### config.mk
export PLATFORM = sky130hd
export DESIGN_NAME = mem_port_arbiter
export DESIGN_NICKNAME = d
export VERILOG_FILES = /design/src/rtl/mem_port_arbiter.sv
export SDC_FILE = /design/constraint.sdc
export NUM_CORES = 1
export LEC_CHECK = 0
export ABC_AREA = 1
export BUFFER_PORTS_ARGS = -buffer_cell sky130_fd_sc_hd__buf_2
export CAP_MARGIN = 20
export CORE_MARGIN = 5
export CORE_UTILIZATION = 46
export CTS_CLUSTER_DIAMETER = 40
export DETAILED_ROUTE_END_ITERATION = 8
export HOLD_SLACK_MARGIN = 0.03
export MAX_ROUTING_LAYER = met4
export PLACE_DENSITY = 0.82
export SLEW_MARGIN = 15
export SYNTH_ARGS = -nofsm -noshare
export SYNTH_HDL_FRONTEND = slang
export SYNTH_SLANG_ARGS = --single-unit
### constraint.sdc
create_clock -name clk -period 1.5 [get_ports clk]
set_input_delay 0.15 -clock clk [delete_from_list [all_inputs] [get_ports clk]]
set_output_delay 0.15 -clock clk [all_outputs]
set_load 0.005 [all_outputs]
### src/rtl/mem_port_arbiter.sv
`default_nettype none
// +----------------------------------------------------------------------------+
// | Module      : mem_port_arbiter                                             |
// | Description : Two-master (instruction fetch / data load-store) arbiter in  |
// |               front of the DRAM controller user port. One op in flight,    |
// |               level requests, 1-cycle acks, registered controller outputs. |
// | Options     : ARB_ROUND_ROBIN_EN - alternate grants on simultaneous        |
// |               requests; undefined = data port has fixed priority.          |
// | Revision    : 1.0 - initial release                                        |
// +----------------------------------------------------------------------------+
module mem_port_arbiter #(
  parameter logic [2:0] IFETCH_CTRL = 3'b010
) (
  input  logic        clk,
  input  logic        rst_x,
  input  logic        i_ir_req,
  input  logic [31:0] i_ir_addr,
  output logic [31:0] o_ir_data,
  output logic        o_ir_ack,
  input  logic        i_dr_req,
  input  logic        i_dr_we,
  input  logic [31:0] i_dr_addr,
  input  logic [31:0] i_dr_wdata,
  input  logic [2:0]  i_dr_ctrl,
  output logic [31:0] o_dr_rdata,
  output logic        o_dr_ack,
  output logic        o_mem_rd_en,
  output logic        o_mem_wr_en,
  output logic [31:0] o_mem_addr,
  output logic [31:0] o_mem_wdata,
  output logic [2:0]  o_mem_ctrl,
  input  logic [31:0] i_mem_rdata,
  input  logic        i_mem_busy,
  input  logic        i_mem_ready,
  output logic [2:0]  o_arb_state
);

  typedef enum logic [2:0] {
    IDLE      = 3'd0,
    ISSUE     = 3'd1,
    WAIT_BUSY = 3'd2,
    WAIT_DONE = 3'd3,
    ACK       = 3'd4
  } state_t;

  state_t state;
  logic   grant_data;  // owner of the op in flight: 1 = data port, 0 = fetch port
  logic   op_we;       // op in flight is a store
  logic   start;       // an op can be launched from IDLE this cycle
  logic   pick_data;   // data port wins the IDLE arbitration

  assign start = i_mem_ready && !i_mem_busy && (i_ir_req || i_dr_req);

`ifdef ARB_ROUND_ROBIN_EN
  logic last_was_data;

  // On a tie the port that did not win last time gets the grant
  assign pick_data = i_dr_req && (!i_ir_req || !last_was_data);

  // Grant history, updated on every launch; reset treats fetch as last winner
  always_ff @(posedge clk or negedge rst_x) begin
    if (!rst_x) begin
      last_was_data <= 1'b0;
    end else if (state == IDLE && start) begin
      last_was_data <= pick_data;
    end
  end
`else
  // Fixed priority: the data port always wins a tie
  assign pick_data = i_dr_req;
`endif

  assign o_arb_state = state;

  // Arbitration FSM; every controller-facing and master-facing output is registered here
  always_ff @(posedge clk or negedge rst_x) begin
    if (!rst_x) begin
      state       <= IDLE;
      grant_data  <= 1'b0;
      op_we       <= 1'b0;
      o_ir_data   <= '0;
      o_ir_ack    <= 1'b0;
      o_dr_rdata  <= '0;
      o_dr_ack    <= 1'b0;
      o_mem_rd_en <= 1'b0;
      o_mem_wr_en <= 1'b0;
      o_mem_addr  <= '0;
      o_mem_wdata <= '0;
      o_mem_ctrl  <= '0;
    end else begin
      o_ir_ack <= 1'b0;
      o_dr_ack <= 1'b0;
      case (state)
        IDLE: begin
          if (start) begin
            grant_data <= pick_data;
            if (pick_data) begin
              op_we       <= i_dr_we;
              o_mem_addr  <= i_dr_addr;
              o_mem_wdata <= i_dr_wdata;
              o_mem_ctrl  <= i_dr_ctrl;
              o_mem_rd_en <= !i_dr_we;
              o_mem_wr_en <= i_dr_we;
            end else begin
              op_we       <= 1'b0;
              o_mem_addr  <= i_ir_addr;
              o_mem_wdata <= '0;
              o_mem_ctrl  <= IFETCH_CTRL;
              o_mem_rd_en <= 1'b1;
              o_mem_wr_en <= 1'b0;
            end
            state <= ISSUE;
          end
        end
        ISSUE: begin
          state <= WAIT_BUSY;
        end
        WAIT_BUSY: begin
          // Controller has taken the command once it reports busy
          if (i_mem_busy) begin
            o_mem_rd_en <= 1'b0;
            o_mem_wr_en <= 1'b0;
            state       <= WAIT_DONE;
          end
        end
        WAIT_DONE: begin
          if (!i_mem_busy) begin
            if (!op_we) begin
              if (grant_data) o_dr_rdata <= i_mem_rdata;
              else            o_ir_data  <= i_mem_rdata;
            end
            if (grant_data) o_dr_ack <= 1'b1;
            else            o_ir_ack <= 1'b1;
            state <= ACK;
          end
        end
        ACK: begin
          state <= IDLE;
        end
        default: begin
          o_mem_rd_en <= 1'b0;
          o_mem_wr_en <= 1'b0;
          state       <= IDLE;
        end
      endcase
    end
  end

endmodule
`default_nettype wire
Word-level counts from Yosys, hierarchy flattened
Index checks and enable logic that the tools add are counted.
{"block": "classes", "reduce_logical": 12, "muxes": 20, "bitwise_logic": 4, "n_eq_ne": 7}
{"op": "2-to-1 mux 32 bit", "n": 2}
{"op": "2-to-1 mux 3 bit", "n": 4}
{"op": "case mux 3 bit (4 select lines)", "n": 1}
{"op": "2-to-1 mux 1 bit", "n": 11}
{"op": "AND reduction 4 bit", "n": 2}
{"op": "== test 3 x 2 -> 1 bit, second input constant", "n": 2}
{"op": "!= test 2 bit, second input constant", "n": 3}
{"op": "case mux 1 bit (3 select lines)", "n": 2}
{"op": "AND reduction 3 bit", "n": 2}
{"op": "NOT 1 bit", "n": 4}
{"op": "== test 3 x 1 -> 1 bit, second input constant", "n": 1}
{"op": "== test 3 bit, second input constant", "n": 1}
{"op": "logical NOT 3 bit", "n": 1}
{"op": "OR reduction 3 bit", "n": 1}
{"op": "logical AND 1 bit", "n": 2}
{"op": "logical NOT 1 bit", "n": 2}
{"op": "AND reduction 2 bit", "n": 1}
{"op": "logical OR 1 bit", "n": 1}
{"block": "word_totals", "elab_cells": 55, "input_bits": 138, "regBits": 140}

Longest topological paths before layout
Gate-level depths: netlist (run 1).
{"block": "depth", "depth_word": 5, "depth_mapped": 10, "depth_no_buf": 8}

Worst setup path before layout (run 1)
OpenSTA, ideal clock, no wires.
{"block": "synth_timing", "path_type": "register to register", "startpoint": "reg state[2], in the netlist o_arb_state[2]", "endpoint": "reg o_mem_addr[29]", "setup_slack_ns": 0.197, "arrival_ns": 1.179, "period_less_slack_ns": 1.303, "stages_incl_launch_ff": 9, "path_buffers": 2, "setup_ns": 0.124, "path_cell_list": "dfrtp_1 -> inv_1 -> nand2_1 -> nor2_1 -> nand2_2 -> buf_4 -> buf_2 -> nand2_1 -> nand2_1"}
{"block": "synth_between", "elab_chain_len": 2}
{"element": "start, declared", "line": "46", "text": "state_t state;"}
{"element": "start signal, assigned", "line": "78", "text": "state <= IDLE;"}
{"element": "start signal, assigned", "line": "112", "text": "state <= ISSUE;"}
{"element": "start signal, assigned", "line": "116", "text": "state <= WAIT_BUSY;"}
{"element": "logical NOT 3 bit", "line": "93", "text": "case (state)"}
{"element": "AND reduction 2 bit (no line)"}
{"element": "end signal, assigned", "line": "99", "text": "o_mem_addr <= i_dr_addr;"}
{"element": "end signal, assigned", "line": "106", "text": "o_mem_addr <= i_ir_addr;"}
{"element": "end, declared", "line": "29", "text": "output logic [31:0] o_mem_addr,"}
Every way passes these cells.
A chain may end at the register's enable or synchronous reset.

Worst setup path after layout (run 1)
{"block": "layout_timing", "startpoint": "reg state[0], in the netlist o_arb_state[0]", "endpoint": "reg o_ir_data[6]"}
{"block": "layout_between", "elab_chain_len": 2}
{"element": "== test 3 x 2 -> 1 bit", "line": "93"}
{"element": "AND reduction 4 bit (no line)"}
{"element": "end signal, assigned", "line": "130", "text": "else o_ir_data <= i_mem_rdata;"}
{"element": "end, declared", "line": "18", "text": "output logic [31:0] o_ir_data,"}
Every way passes these cells.

==> results of run 1 <==
## cells in the final DEF (no fill, tap or decap)
master,count
a31oi_1,1
buf_12,8
buf_2,274
buf_4,5
buf_6,2
buf_8,1
bufinv_16,1
clkbuf_1,5
clkbuf_16,20
clkbuf_8,2
clkinv_2,6
clkinvlp_4,1
dfrtp_1,139
dfrtp_2,1
diode_2,1
dlygate4sd3_1,100
inv_1,41
inv_2,2
inv_8,1
nand2_1,245
nand2_2,6
nand2_4,1
nand2_8,1
nand3_1,3
nand3_4,1
nand4_1,1
nor2_1,13
nor2_2,1
nor2_8,1
o211ai_1,32
o21ai_0,13
o21ai_1,53
o21ai_2,1
or2_2,32
## repair_timing
item	in CTS	in global routing
buffers inserted	0	2
endpoints found under the setup margin	0	101
resized for setup	0	10
hold endpoints to repair	266	0
hold buffers	100	0
## report_power, final
group          internal [W]  total [W]  switching (W)
combinational       0.00260    0.00554        0.00293
sequential          0.00557    0.00663        0.00106
clock               0.00235    0.00384        0.00149
## worst paths after layout
kind / from / end / depth (start not counted)
min in group asynchronous: rst_x / o_ir_data[25]$_DFFE_PN0P_ / 2
min: i_mem_busy / o_arb_state[0]$_DFFE_PN0P_ / 3
max: o_arb_state[0]$_DFFE_PN0P_ / o_ir_data[6]$_DFFE_PN0P_ / 8
min reg2reg: o_mem_wr_en$_DFFE_PN0P_ / o_mem_wr_en$_DFFE_PN0P_ / 2
max in group asynchronous: rst_x / o_arb_state[1]$_DFFE_PN0P_ / 3
max reg2reg: o_arb_state[0]$_DFFE_PN0P_ / o_ir_data[6]$_DFFE_PN0P_ / 8
## through the flow
| stage | power (W) | hold slack, ns | TNS, ns | instance area (um2) |
|---|---|---|---|---|
| after CTS | 0.0157 | 0.0359 | 0 | 8860 |
| after detailed placement | 0.0116 | 0.0664 | 0 | 7320 |
| final | 0.0160 | 0.0520 | 0 | 9000 |
| after global routing | 0.0171 | 0.0627 | -0.238 | 9000 |
| after global placement | 0.0113 | 0.0667 | 0 | 7320 |
| after floorplan | 0.00880 | -0.146 | 0 | 5750 |
## layer usage
metal	wire, um	track usage, %
met5	0	-
met3	1660	8.59
met2	10200	46.3
met1	7350	29.9
met4	893	14.9
## critical path: stages (launching register included)
cell	delay, ns
dfrtp_1	0.42
nand2_2	0.09
nor2_2	0.16
nand2_2	0.09
inv_2	0.11
nand2_8	0.10
buf_12	0.17
nand2_1	0.08
o21ai_1	0.10
## flip-flops by register name, summed over array words and instances (netlist names), 3 cells and up
name and count:
o_ir_data 32, o_dr_rdata 32, o_arb_state 3, o_mem_ctrl 3, o_mem_wdata 32, o_mem_addr 32
## cells by family (layout without fill, tap and decap cells)
| kind of cell | count (synthesis) | after routing | share of synthesized area, % |
|---|---|---|---|
| flops | 140 | 140 | 61.0 |
| buf+inv | 76 | 469 | 6.53 |
| other cells | 0 | 1 | 0 |
| compound gates | 100 | 100 | 10.2 |
| simple gates | 305 | 305 | 22.3 |
## area by class of cell
cell class | instances | share of cell area, %
inverters | 44 | 1.92
diodes | 1 | 0.0278
flip-flops and latches | 140 | 38.9
well taps | 168 | 2.34
clock buffers | 24 | 5.24
repair buffers | 393 | 29.8
multi-input cells | 405 | 21.0
clock inverters | 8 | 0.751
==> metrics, run 1 <==
most numerous cell in the Yosys netlist nand2_1; die extent in x 122 um; power per standard cell area between 1500 and 2000 nW/um2; drt drc 0; routed wire length 20100 um; largest net degree at the start of global routing 65; Worst Tran Pin Value 0.358 ns; startpoint types register; sequential fraction of the synthesis area 61.0%; FP Rows 40; unrepaired setup endpoints after global routing true; GPL Wtd Cong 0.821; die footprint 14800 um2; Routed wire per std cell around 17 um; final design utilization between 70 and 80%; Reg2Reg Setup Slack 0.05 ns; Post-Layout Cell Count 1183; Final Hold Fails 0; Yosys Warn Count 0; Synth top cells by count nand2_1 (247), dfrtp_1 (140), o21ai_1 (53); Filler cells 785; CP max FO 13; Pre-antenna DRT Iters 5; area leader, netlist dfrtp_1; htree depth 4; pre-CTS setup slack around 0.043 ns; clock tree buffer depth 2; vias in the first global route 6213; Chip Height 122 um; Max Cap Violations 0; Max VDD drop approximately 0.0012 V; DP Cell Count 1045; Vias around 6000; Clock Root Buffer clkbuf_16; outcome finished, final reports clean; Relative slew margins 76.2%; proportion of layout cells with a drive suffix above 1 between 30% and 40%; CTS tree built; Syn Inst Count 621; nets approximately 1100; TritonCTS sink count 140; Routed Antenna Nets 0; first-pass GRT wire length around 31000 um; HPWL after detailed placement roughly 12000 um; count of state elements after synthesis 140; total grt overflow 0; number of synthesized flops with an enable pin 0; Post-synth ARST share between 90% and 100%; Tmin final 1.45 ns; Min-Delay Path Class input port to register; initial antenna violation count 0; GRT Total Usage 27.9%; Synth Area per Inst between 9 and 10 um2; number of vias per cell 5.01; port buffer count 275; f_max a little under 700 MHz; Synth area leaders dfrtp_1 (61%), nand2_1 (16%), o21ai_1 (4.6%); CTS Buf Count 17; Layout Skew about 0.0067 ns; Final Worst Setup Slack 0.0521 ns; Multi-input gate area approximately 1900 um2; Sequential Area 3500 um2; Period Utilization, post-route ~97%; clk_lat worst skew 0.41 ns; top-area cell type share of the netlist area 61.0%; syn nets 759; Clock Pin Slew Worst Setup and Hold Paths 0.05 ns; max-slew violations 0; Critical Path Sink Type register; drt first-iter violations 499; Starting Density a little under half; Mapped Area 5750 um2; kind of critical path register to register; Lkg Pwr between 5 and 6 nW; Worst Path Arrival around 1.7 ns; Setup Viol. Count Final 0; number of distinct library cells after synthesis 23; I/O pin count 276; core area roughly 12000 um2; Req. time, crit path about 1.8 ns; Synth Flop Type dfrtp_1; area grow syn2layout 56.6%
Note: power is estimated with default switching activity, not from simulation.
==> run 2, diff against run 1 <==
--- a/config.mk
+++ b/config.mk
@@ -6,7 +6,7 @@
 export NUM_CORES = 1
 export LEC_CHECK = 0
 export ABC_AREA = 1
-export BUFFER_PORTS_ARGS = -buffer_cell sky130_fd_sc_hd__buf_2
+export BUFFER_PORTS_ARGS = -buffer_cell sky130_fd_sc_hd__buf_4
 export CAP_MARGIN = 20
 export CORE_MARGIN = 5
 export CORE_UTILIZATION = 46
==> run 2 against run 1 <==
Net effect: worst setup slack gained 0.051 ns; utilization is 7.0 points higher; via count grew 2.1%; global-route usage up 0.84 points; hold slack better by 0.017 ns; routed wire length increased by 9.1%; final cell count is 0.34% higher; sequential power rose by 2%; critical path depth is the same.
==> metrics, run 2 (same netlist as run 1, synthesis figures left out) <==
Period Utilization, post-route 93.1% (was 96.5%); Max VDD drop 0.00116 V (was 0.00115 V); Routed Antenna Nets 0 (unchanged); area grow syn2layout 71.5% (was 56.6%); Worst Path Arrival 1.68 ns (was 1.72 ns); drt drc 0 (unchanged); Max Cap Violations 0 (unchanged); Multi-input gate area 1890 um2 (about the same); crit-path max cell delay 0.40 ns (was 0.42 ns); TritonCTS sink count 140 (unchanged); Layout Skew 0.00913 ns (was 0.00674 ns); Critical Path Sink Type register (unchanged); proportion of layout cells with a drive suffix above 1 36.7% (was 36.3%); I/O pin count 276 (unchanged); clock tree buffer depth 2 (unchanged); GPL Wtd Cong 0.828 (was 0.821); Vias 6053 (was 5927); Chip Height 122 um (unchanged); GRT Total Usage 28.7% (was 27.9%); Final Hold Fails 0 (unchanged); die footprint 14800 um2 (unchanged); kind of critical path register to register (unchanged); Critical Path, Cell by Cell nand2_1, nor2_2, nand2_2, inv_2, nand2_8, buf_12, nand2_1, o21ai_1 (was nand2_2, nor2_2, nand2_2, inv_2, nand2_8, buf_12, nand2_1, o21ai_1); first-pass GRT wire length 32100 um (was 31300 um); htree depth 4 (unchanged); most used cell, CP nand2_1 (was nand2_2); outcome finished, final reports clean (unchanged); Routed wire per std cell 18.5 um (was 17.0 um); vias in the first global route 6222 (was 6213); power per standard cell area 1860 nW/um2 (was 1780 nW/um2); total grt overflow 0 (unchanged); Lkg Pwr 5.32 nW (was 5.06 nW); Req. time, crit path 1.78 ns (was 1.77 ns); Worst Tran Pin Value 0.369 ns (was 0.358 ns); Sequential Area 3500 um2 (unchanged); Reg2Reg Setup Slack 0.10 ns (was 0.05 ns); CP top delay family simple AND/OR/NAND/NOR gates (unchanged); core area 12100 um2 (unchanged); initial antenna violation count 0 (unchanged); port buffer count 275 (unchanged); drt first-iter violations 627 (was 499); max-slew violations 0 (unchanged); Min-Delay Path Class input port to register (unchanged); Clock Root Buffer clkbuf_16 (unchanged); slowest cell on the critical path dfrtp_1 (unchanged); Setup Viol. Count Final 0 (unchanged); Total Power 0.0183 W (was 0.0160 W); number of vias per cell 5.10 (was 5.01); DP Cell Count 1044 (was 1045); most frequent cells in the layout buf_4 (281), nand2_1 (246), dfrtp_1 (139) (was buf_2 (274), nand2_1 (245), dfrtp_1 (139)); f_max 716 MHz (was 691 MHz); Tmin final 1.40 ns (was 1.45 ns); Starting Density 47.4% (unchanged); Pre-antenna DRT Iters 6 (was 5); largest net degree at the start of global routing 65 (unchanged); Clock Pin Slew Worst Setup and Hold Paths 0.06 ns (was 0.05 ns); clk_lat worst skew 0.41 ns (about the same); startpoint types register (unchanged); Filler cells 689 (was 785); CP max FO 13 (unchanged); die extent in x 122 um (unchanged); Relative slew margins 75.4% (was 76.2%); Post-Layout Cell Count 1187 (was 1183); routed wire length 21900 um (was 20100 um); HPWL after detailed placement 11900 um (was 11800 um); Worst Path Buf+Inv 2 (unchanged); CTS Buf Count 17 (unchanged); FP Rows 40 (unchanged); nets 1143 (was 1139); CTS tree built (unchanged); most common cell after layout, fill and taps aside buf_4 (was buf_2)
## run 2: area by class of cell
| class | instances | area share, % |
|---|---|---|
| Inverter | 44 | 1.75 |
| Sequential cell | 140 | 35.6 |
| Clock inverter | 10 | 1.88 |
| Antenna cell | 1 | 0.0254 |
| Multi-Input combinational cell | 405 | 19.2 |
| Clock buffer | 22 | 4.91 |
| Timing Repair Buffer | 397 | 34.6 |
| Tap cell | 168 | 2.13 |
## run 2: timing repair
action | in CTS | in global routing
setup endpoints to repair | 0 | 87
hold endpoints to repair | 269 | 0
hold buffers | 102 | 0
gates resized for setup | 0 | 11
setup buffers | 0 | 4
## run 2: through the flow
step	util (%)	worst slack [ns]	instance area [um2]	hold WS (ns)	TNS [ns]
after global placement	66.0	0.0834	7990	0.0618	0
after global routing	81.3	-0.00515	9850	0.0629	-0.00515
after floorplan	-	0.197	5750	-0.146	0
after CTS	80.0	0.0460	9680	0.0489	0
after detailed placement	66.0	0.0740	7990	0.0608	0
final	81.4	0.103	9850	0.0690	0
## run 2: power breakdown
part,switching (W),internal [W]
sequential,0.00119,0.00557
clock,0.00161,0.00313
combinational,0.00315,0.00364
total,0.00595,0.0123
## run 2: final timing paths
kind                                                  from                     endpoint  cells after the start
worst min-delay path                         i_dr_addr[11]   o_mem_addr[11]$_DFFE_PN0P_                      4
worst min register to register     o_mem_wr_en$_DFFE_PN0P_      o_mem_wr_en$_DFFE_PN0P_                      2
worst max-delay path            o_arb_state[0]$_DFFE_PN0P_     o_ir_data[8]$_DFFE_PN0P_                      8
min in group asynchronous                            rst_x   o_dr_rdata[31]$_DFFE_PN0P_                      2
max in group asynchronous                            rst_x  o_mem_wdata[20]$_DFFE_PN0P_                      3
worst max register to register  o_arb_state[0]$_DFFE_PN0P_     o_ir_data[8]$_DFFE_PN0P_                      8
## run 2: layer usage
metal / wire (um) / track usage (%) / vias up / share of wire [%]
met5: 0 / - / - / 0
met4: 1070 / 15.1 / 0 / 4.9
met3: 1980 / 8.73 / 93 / 9.0
met2: 11100 / 46.5 / 371 / 51
met1: 7800 / 32.1 / 2864 / 36
li1: - / - / 2725 / -
## run 2: tightest hold or removal path, cell delays in order
cell	delay, ns
buf_4	0.07
or2_2	0.09
o211ai_1	0.08
nand2_1	0.05
